## src/rtl/str_fifo.sv

```systemverilog
`timescale 1ns/1ps
// -----------------------------------------------------------------------------
// str_fifo
//
// Purpose:
//   First-word-fall-through stream buffer for the tvalid/tready/tdata protocol.
//   The receive side drains a producer and the transmit side sources a
//   consumer. Up to DEPTH words can be held between the two sides, so each
//   side can stall independently of the other.
//
// Parameters:
//   DW     data width in bits
//   DEPTH  number of buffered words (power of two, >= 2)
//
// Ports:
//   clk        system clock; all state changes on its rising edge
//   rst        synchronous active-high reset
//   rx_tvalid  producer presents a word on rx_tdata
//   rx_tready  FIFO accepts a word this cycle (registered)
//   rx_tdata   receive data
//   tx_tvalid  FIFO presents a word on tx_tdata (registered)
//   tx_tready  consumer accepts the word this cycle
//   tx_tdata   head-of-FIFO data (combinational read of storage)
//   count      number of words currently stored
//   full       count == DEPTH
//   empty      count == 0
// -----------------------------------------------------------------------------
module str_fifo #(
  parameter int DW    = 32,
  parameter int DEPTH = 4
) (
  input  logic                     clk,
  input  logic                     rst,
  input  logic                     rx_tvalid,
  output logic                     rx_tready,
  input  logic [DW-1:0]            rx_tdata,
  output logic                     tx_tvalid,
  input  logic                     tx_tready,
  output logic [DW-1:0]            tx_tdata,
  output logic [$clog2(DEPTH):0]   count,
  output logic                     full,
  output logic                     empty
);

  localparam int AW = $clog2(DEPTH);
  localparam int CW = AW + 1;
  localparam logic [CW-1:0] LP_DEPTH = CW'(DEPTH);

  // Storage and state.
  logic [DW-1:0] r_mem [DEPTH];
  logic [AW-1:0] r_wr_ptr;
  logic [AW-1:0] r_rd_ptr;
  logic [CW-1:0] r_count;
  logic          r_rx_tready;
  logic          r_tx_tvalid;

  // Handshake decode.
  logic          w_push;
  logic          w_pop;
  logic [CW-1:0] w_count_next;

  // Gating with ~rst keeps the storage untouched by a handshake that happens
  // to coincide with a reset edge; the pointers are reset anyway, so this
  // only matters for keeping the write port quiet.
  assign w_push = rx_tvalid & r_rx_tready & ~rst;
  assign w_pop  = r_tx_tvalid & tx_tready & ~rst;

  // Push and pop together leave the occupancy unchanged.
  always_comb begin
    w_count_next = r_count;
    if (w_push && !w_pop) begin
      w_count_next = r_count + CW'(1);
    end else if (!w_push && w_pop) begin
      w_count_next = r_count - CW'(1);
    end
  end

  // Control state. The ready/valid flags are computed from the next
  // occupancy so that both are registered yet still reflect the transfer
  // that happens at this same edge (no bubble at full or empty).
  always_ff @(posedge clk) begin
    if (rst) begin
      r_wr_ptr    <= '0;
      r_rd_ptr    <= '0;
      r_count     <= '0;
      r_rx_tready <= 1'b0;
      r_tx_tvalid <= 1'b0;
    end else begin
      if (w_push) begin
        r_wr_ptr <= r_wr_ptr + AW'(1);
      end
      if (w_pop) begin
        r_rd_ptr <= r_rd_ptr + AW'(1);
      end
      r_count     <= w_count_next;
      r_rx_tready <= (w_count_next < LP_DEPTH);
      r_tx_tvalid <= (w_count_next != '0);
    end
  end

  // Storage write port; contents are never reset.
  always_ff @(posedge clk) begin
    if (w_push) begin
      r_mem[r_wr_ptr] <= rx_tdata;
    end
  end

  // Outputs. The head word is read asynchronously so that a word written at
  // one edge is visible right after it; it stays stable while stalled since
  // the read pointer only moves on a pop and the slot it addresses cannot be
  // overwritten until it has been popped.
  assign tx_tdata  = r_mem[r_rd_ptr];
  assign rx_tready = r_rx_tready;
  assign tx_tvalid = r_tx_tvalid;
  assign count     = r_count;
  assign full      = (r_count == LP_DEPTH);
  assign empty     = (r_count == '0);

endmodule

```

## config.mk

```make
export PLATFORM = sky130hd
export DESIGN_NAME = str_fifo
export DESIGN_NICKNAME = d
export VERILOG_FILES = /design/src/rtl/str_fifo.sv
export SDC_FILE = /design/constraint.sdc
export NUM_CORES = 1
export LEC_CHECK = 0
export ABC_AREA = 0
export BUFFER_PORTS_ARGS = -buffer_cell sky130_fd_sc_hd__buf_2
export CAP_MARGIN = 20
export CELL_PAD_IN_SITES_DETAIL_PLACEMENT = 0
export CELL_PAD_IN_SITES_GLOBAL_PLACEMENT = 1
export CORE_MARGIN = 2
export CORE_UTILIZATION = 44
export DETAILED_ROUTE_END_ITERATION = 12
export PLACE_DENSITY_LB_ADDON = 0.15
export SETUP_SLACK_MARGIN = 0.05
export SLEW_MARGIN = 20
export SYNTH_ARGS = -nofsm -noshare
export SYNTH_HDL_FRONTEND = slang
export SYNTH_SLANG_ARGS = --single-unit
```

## constraint.sdc

```tcl
create_clock -name clk -period 3.6 [get_ports clk]
set_clock_uncertainty 0.2 [all_clocks]
set_input_delay 0.36 -clock clk [delete_from_list [all_inputs] [get_ports clk]]
set_output_delay 0.36 -clock clk [all_outputs]
set_load 0.01 [all_outputs]
```

==> qor.csv, run 1 <==
metric,value,unit
Synth Area in XOR/XNOR,0.836,%
Crit. End Element,output pin,
synthesized-area fraction occupied by adder cells,1.67,%
vias in the first global route,2737,
worst min-delay path class,in -> reg,
first-pass GRT wire length,14.1,mm
"critical path fanouts, max",18,
GP Congestion,0.685,
hold endpoint,count[2],
Post-Place Setup Slack,1.31,ns
simple-gate share of the synthesized area,3.25,%
Routed wire per std cell,17.2,um
total wire length,8.86,mm
power per cell area,634,nW/um^2
Critical R2R Launch,rx_tready,
post-synthesis cell type count,31,
Metal-1 WL,3.96,mm
HP Start,rst,
Final Non-Filler Cells,516,
Starting DRT DRC Count,151,
Area Overhead vs Synth,28.7,%
placed cell count,452,
"Warnings, synthesis",0,
# port buffers,74,
slowest cell on the critical path,dfxtp_2,
layout cells sized above 1,40.5,%
Tot Pwr,4270,uW
Antenna Nets Post-Route,0,
critical path required time,3.04,ns
"Arr. time, crit path",2.11,ns
largest area contributor in the netlist,edfxtp_1,
number of synthesized register bits,139,
Max H-tree Level,4,
post-DP HPWL,5.20,mm
fin worst setup slack,0.934,ns
via count,2567,
Worst R2R Path Depth,3,
"CP delay by family, top",flip-flops,
die area,12800,sq um
CTS Sinks,139,
worst rel slew slack,41.0,%
reg2reg end,r_mem[0][2],
DR WL met2,4.38,mm
final period utilization,74.1,%
RSZ-0062 raised after global routing,false,
Post-DP Area,5820,sq um
CP bufs+invs,2,
critical path class,reg -> out,
Starting Density,45.5,%
fin. max-slew vios,0,
"Core Util, Final",58.6,%
gr usage total,15.2,%
syn_area_per_cell,22.2,sq um
Nets,403,
worst slew pin tran,0.884,ns
# IOs,75,
row cnt,39,
CP Launch Type,flip-flop,
max-cap violations,0,
Highest Signal Layer,met4,
die width,113,um
gr ovfl total,0,
routed length on met3,433,um
Gate Count Post-Synth,236,
mux cell area share after synthesis,14.2,%
fmax,375,MHz
root buffer cell,clkbuf_16,
area share of the largest cell type after synthesis,73.4,%
Synth Area in Compound Gates,1.12,%
CTS max path bufs,2,
largest family of logic cells by synthesized area,multiplexers,
clock latency on the worst-skew pair,0.40,ns
clock-pin slew on the worst setup and hold paths,0.05,ns
syn nets,279,
core area,11500,sq um
crit path time final,2.67,ns
TritonCTS Buffers,17,
Mapped Area,5240,sq um
hold path depth,2,
cells along the critical path,"buf_12, mux4_2, buf_2",
residual DRC count,6,
failing checks,design-rule violations,
# setup viols final,0,
"Seq/Total Area, Yosys",77.6,%
Die Ht,113,um
post_cts resized,0,
TritonCTS clock tree,built,
status,"complete, but fails checks",
largest stage delay on the critical path,0.70,ns
ANT cells,0,
Pleak,0.00232,uW
worst vdd ir,0.330,mV
initial antenna violation count,0,
post-route cell area,6740,sq um
Reg2Reg Setup Slack,1.74,ns
postcts setup bufs,0,
hold_buf cts,32,
dominant cells by area after synthesis,"edfxtp_1, mux4_2, dfxtp_1, ha_1, buf_6",
Vias/cell,4.97,
largest net degree at the start of global routing,33,
Detailed Routing Iterations Pass 1,10,
Hold Fails Final Rpt,0,
layout make-up:
| type | count | area (sq um) |
|---|---|---|
| repair buffers | 113 | 756 |
| clock buffers | 18 | 429 |
| clock inverters | 14 | 176 |
| flip-flops and latches | 139 | 4070 |
| fillers | 880 | 4770 |
| multi-input cells | 85 | 1120 |
| inverters | 4 | 15.0 |
| well taps | 143 | 179 |
worst max-delay path by stage:
stage | from | to | slack (ns) | depth (start not counted)
CTS | flip-flop | tx_tdata[27] | 0.87 | 3
global route | flip-flop | tx_tdata[22] | 0.81 | 3
global placement | flip-flop | tx_tdata[27] | 1.33 | 3
floorplan | rx_tready | r_mem[0][0] | -0.1 | 2
finish | flip-flop | tx_tdata[27] | 0.93 | 3
detailed placement | flip-flop | tx_tdata[27] | 1.31 | 3
cells by family (layout without fill, tap and decap cells):
logic type	Yosys count	count (layout)
buf+inv	12	149
xor+xnor	5	5
flops	139	139
mux	34	34
compound gates	9	9
fa+ha+maj	7	7
simple gates	30	30
sequential cells by signal (all words and copies together) (netlist names), named ones only:
| register | flops |
|---|---|
| r_mem | 128 |
| count | 3 |
| r_rd_ptr | 2 |
| r_wr_ptr | 2 |
| rx_tready | 1 |
| tx_tvalid | 1 |
metal layers:
metal  vias up  global-route usage (%)
li1       1220                       -
met1      1278                    19.4
met2        63                    24.2
met3         6                    5.95
met4         0                    5.12
met5         -                       0
cells in the mapped netlist:
cell,count
a211o_1,1
a21boi_0,1
a21boi_1,1
a21oi_1,4
a21oi_2,1
a31oi_1,1
and2_1,1
and2_4,1
buf_2,4
buf_6,3
clkbuf_1,1
dfxtp_1,11
edfxtp_1,128
ha_1,7
inv_1,4
mux2_2,1
mux2i_1,1
mux4_2,32
nand2_1,3
nand2_2,1
nand2_4,1
nand3_1,4
nand3b_1,1
nor2_1,7
nor2b_1,2
nor3_1,3
nor3b_1,4
nor4b_1,1
or3_1,1
xnor2_1,3
xor2_1,2
through the flow:
stage          TNS [ns]  hold WS, ns
3_3_place_gp          0        0.292
5_1_grt               0        0.119
4_1_cts               0        0.113
3_5_place_dp          0        0.288
6_report              0        0.119
2_1_floorplan    -11.71        0.232
report_power, final:
part | internal, uW | leakage (uW) | total (uW) | switching, uW
combinational | 325 | 0.000789 | 601 | 276
clock | 1150 | 0.000286 | 1750 | 605
sequential | 1840 | 0.00125 | 1920 | 81.8
cell usage in the layout, fill, tap and decap left out, types with 6 or more instances in the layout:
master / count
edfxtp_1: 128
mux4_2: 32
buf_2: 74
buf_4: 6
dlygate4sd3_1: 32
nor2_1: 7
dfxtp_1: 9
ha_1: 7
clkbuf_16: 17
(Power assumes the default switching activity.)
==> run 2, diff against run 1 <==
==> constraint.sdc (replaced) <==
create_clock -name clk -period 2.4 [get_ports clk]
set_clock_uncertainty 0.2 [all_clocks]
set_input_delay 0.24 -clock clk [delete_from_list [all_inputs] [get_ports clk]]
set_output_delay 0.24 -clock clk [all_outputs]
set_load 0.01 [all_outputs]
==> qor.csv, run 2 (synthesis gave the netlist of run 1 again) <==
metric,value,unit
fmax,456,MHz
Antenna Nets Post-Route,0,
vias in the first global route,2790,
"Core Util, Final",59.1,%
"Arr. time, crit path",1.75,ns
max-cap violations,0,
residual DRC count,5,
post_cts resized,0,
Max H-tree Level,4,
TritonCTS clock tree,built,
reg2reg end,r_mem[3][4],
GP Congestion,0.671,
power per cell area,933,nW/um^2
Die Ht,113,um
Detailed Routing Iterations Pass 1,8,
clock latency on the worst-skew pair,0.40,ns
Starting Density,45.5,%
worst min-delay path class,in -> reg,
Hold Fails Final Rpt,0,
CTS max path bufs,2,
Final Non-Filler Cells,518,
clock-pin slew on the worst setup and hold paths,0.06,ns
Pleak,0.00235,uW
RSZ-0062 raised after global routing,false,
Critical Path End,tx_tdata[7],
"critical path fanouts, max",13,
critical path class,reg -> out,
Area Overhead vs Synth,29.8,%
final period utilization,91.4,%
Pint,4880,uW
Tot Pwr,6350,uW
worst slew pin tran,0.399,ns
Crit. End Element,output pin,
Reg2Reg Setup Slack,0.60,ns
clock network power share,40.0,%
failing checks,design-rule violations,
Worst R2R Path Depth,3,
# port buffers,74,
Starting DRT DRC Count,177,
largest net degree at the start of global routing,33,
max reg flops,128,
initial antenna violation count,0,
area of the multi-input gates,1150,sq um
Sw Ratio,23.1,%
# IOs,75,
Psw,1470,uW
via count,2653,
Routed wire per std cell,17.5,um
gr ovfl total,0,
worst rel slew slack,73.4,%
fillers,896,
TritonCTS Buffers,17,
core area,11500,sq um
die area,12800,sq um
fin. max-slew vios,0,
critical path required time,1.96,ns
# setup viols final,0,
Nets,405,
ANT cells,0,
first-pass GRT wire length,14.7,mm
CTS Sinks,139,
die width,113,um
Top reg by flops,r_mem,
"most common cell after layout, fill and taps aside",edfxtp_1,
Storage cell area,4070,sq um
root buffer cell,clkbuf_16,
logic gate share of total power,15.4,%
worst vdd ir,0.455,mV
row cnt,39,
post-DP HPWL,5.39,mm
placed cell count,454,
gr usage total,15.6,%
status,"complete, but fails checks",
crit path time final,2.19,ns
layout cells sized above 1,40.8,%
Vias/cell,5.12,
Seq pwr share,44.7,%
Critical R2R Launch,rx_tready,
HP Start,rst,
total wire length,9.08,mm
"commonest non-fill, non-tap cells in the layout","edfxtp_1, buf_2, mux4_2, dlygate4sd3_1, clkbuf_16",
CP Launch Type,flip-flop,
run 2: cell types whose count changed in the layout (fill, tap and decap cells not counted):
cell,change
inv_6,-1
nor3b_4,+4
buf_4,-1
clkinv_4,+2
nor3b_2,-4
clkinv_1,-1
clkbuf_1,+1
bufinv_16,-1
buf_12,+3
run 2: worst max-delay path, cell delays in order (launching register included):
cell and delay, ns:
dfxtp_2 0.35, buf_4 0.29, mux4_2 0.56, buf_2 0.16
run 2: stage by stage:
stage,instance area [sq um],worst slack (ns),hold WS (ns),setup TNS [ns]
2_1_floorplan,5260,-0.182,0.112,-21.68
3_3_place_gp,5900,0.605,0.255,0
3_5_place_dp,5900,0.604,0.260,0
4_1_cts,6800,0.158,0.0220,0
5_1_grt,6800,0.125,0.0693,0
6_report,6800,0.206,0.0391,0
run 2: cell type report:
cell class,instances,area share (%)
Clock buffer,19,6.37
Clock inverter,13,2.23
Inverter,4,0.221
Multi-Input combinational cell,85,16.9
Sequential cell,139,59.8
Tap cell,143,2.63
Timing Repair Buffer,115,11.9
run 2: power by group through the flow:
stage | clock (uW) | combinational, uW | sequential, uW
CTS | 2590 | 997 | 2840
floorplan | 0 | 622 | 2880
finish | 2540 | 975 | 2840
global placement | 0 | 958 | 2880
global route | 2690 | 1080 | 2850
detailed placement | 0 | 953 | 2890
run 2: worst min path at each step:
stage,to,cells after the start
5_1_grt,count[0],2
4_1_cts,tx_tvalid,2
3_3_place_gp,r_mem[2][0],1
2_1_floorplan,count[0],1
3_5_place_dp,r_mem[1][15],1
6_report,count[0],2
run 2: metal layers:
metal	vias to the layer above	routed length [um]	global-route usage, %	part of all wire, %
met3	10	331	4.55	3.6
met4	0	89	5.61	0.98
met5	-	0	0	0
met2	60	4620	25.5	51
met1	1363	4030	20.1	44
li1	1220	-	-	-
run 2: repair_timing:
item	in CTS	in global routing
setup endpoints to repair	0	0
endpoints found under the hold margin	128	0
setup buffers	0	0
hold buffers	32	0
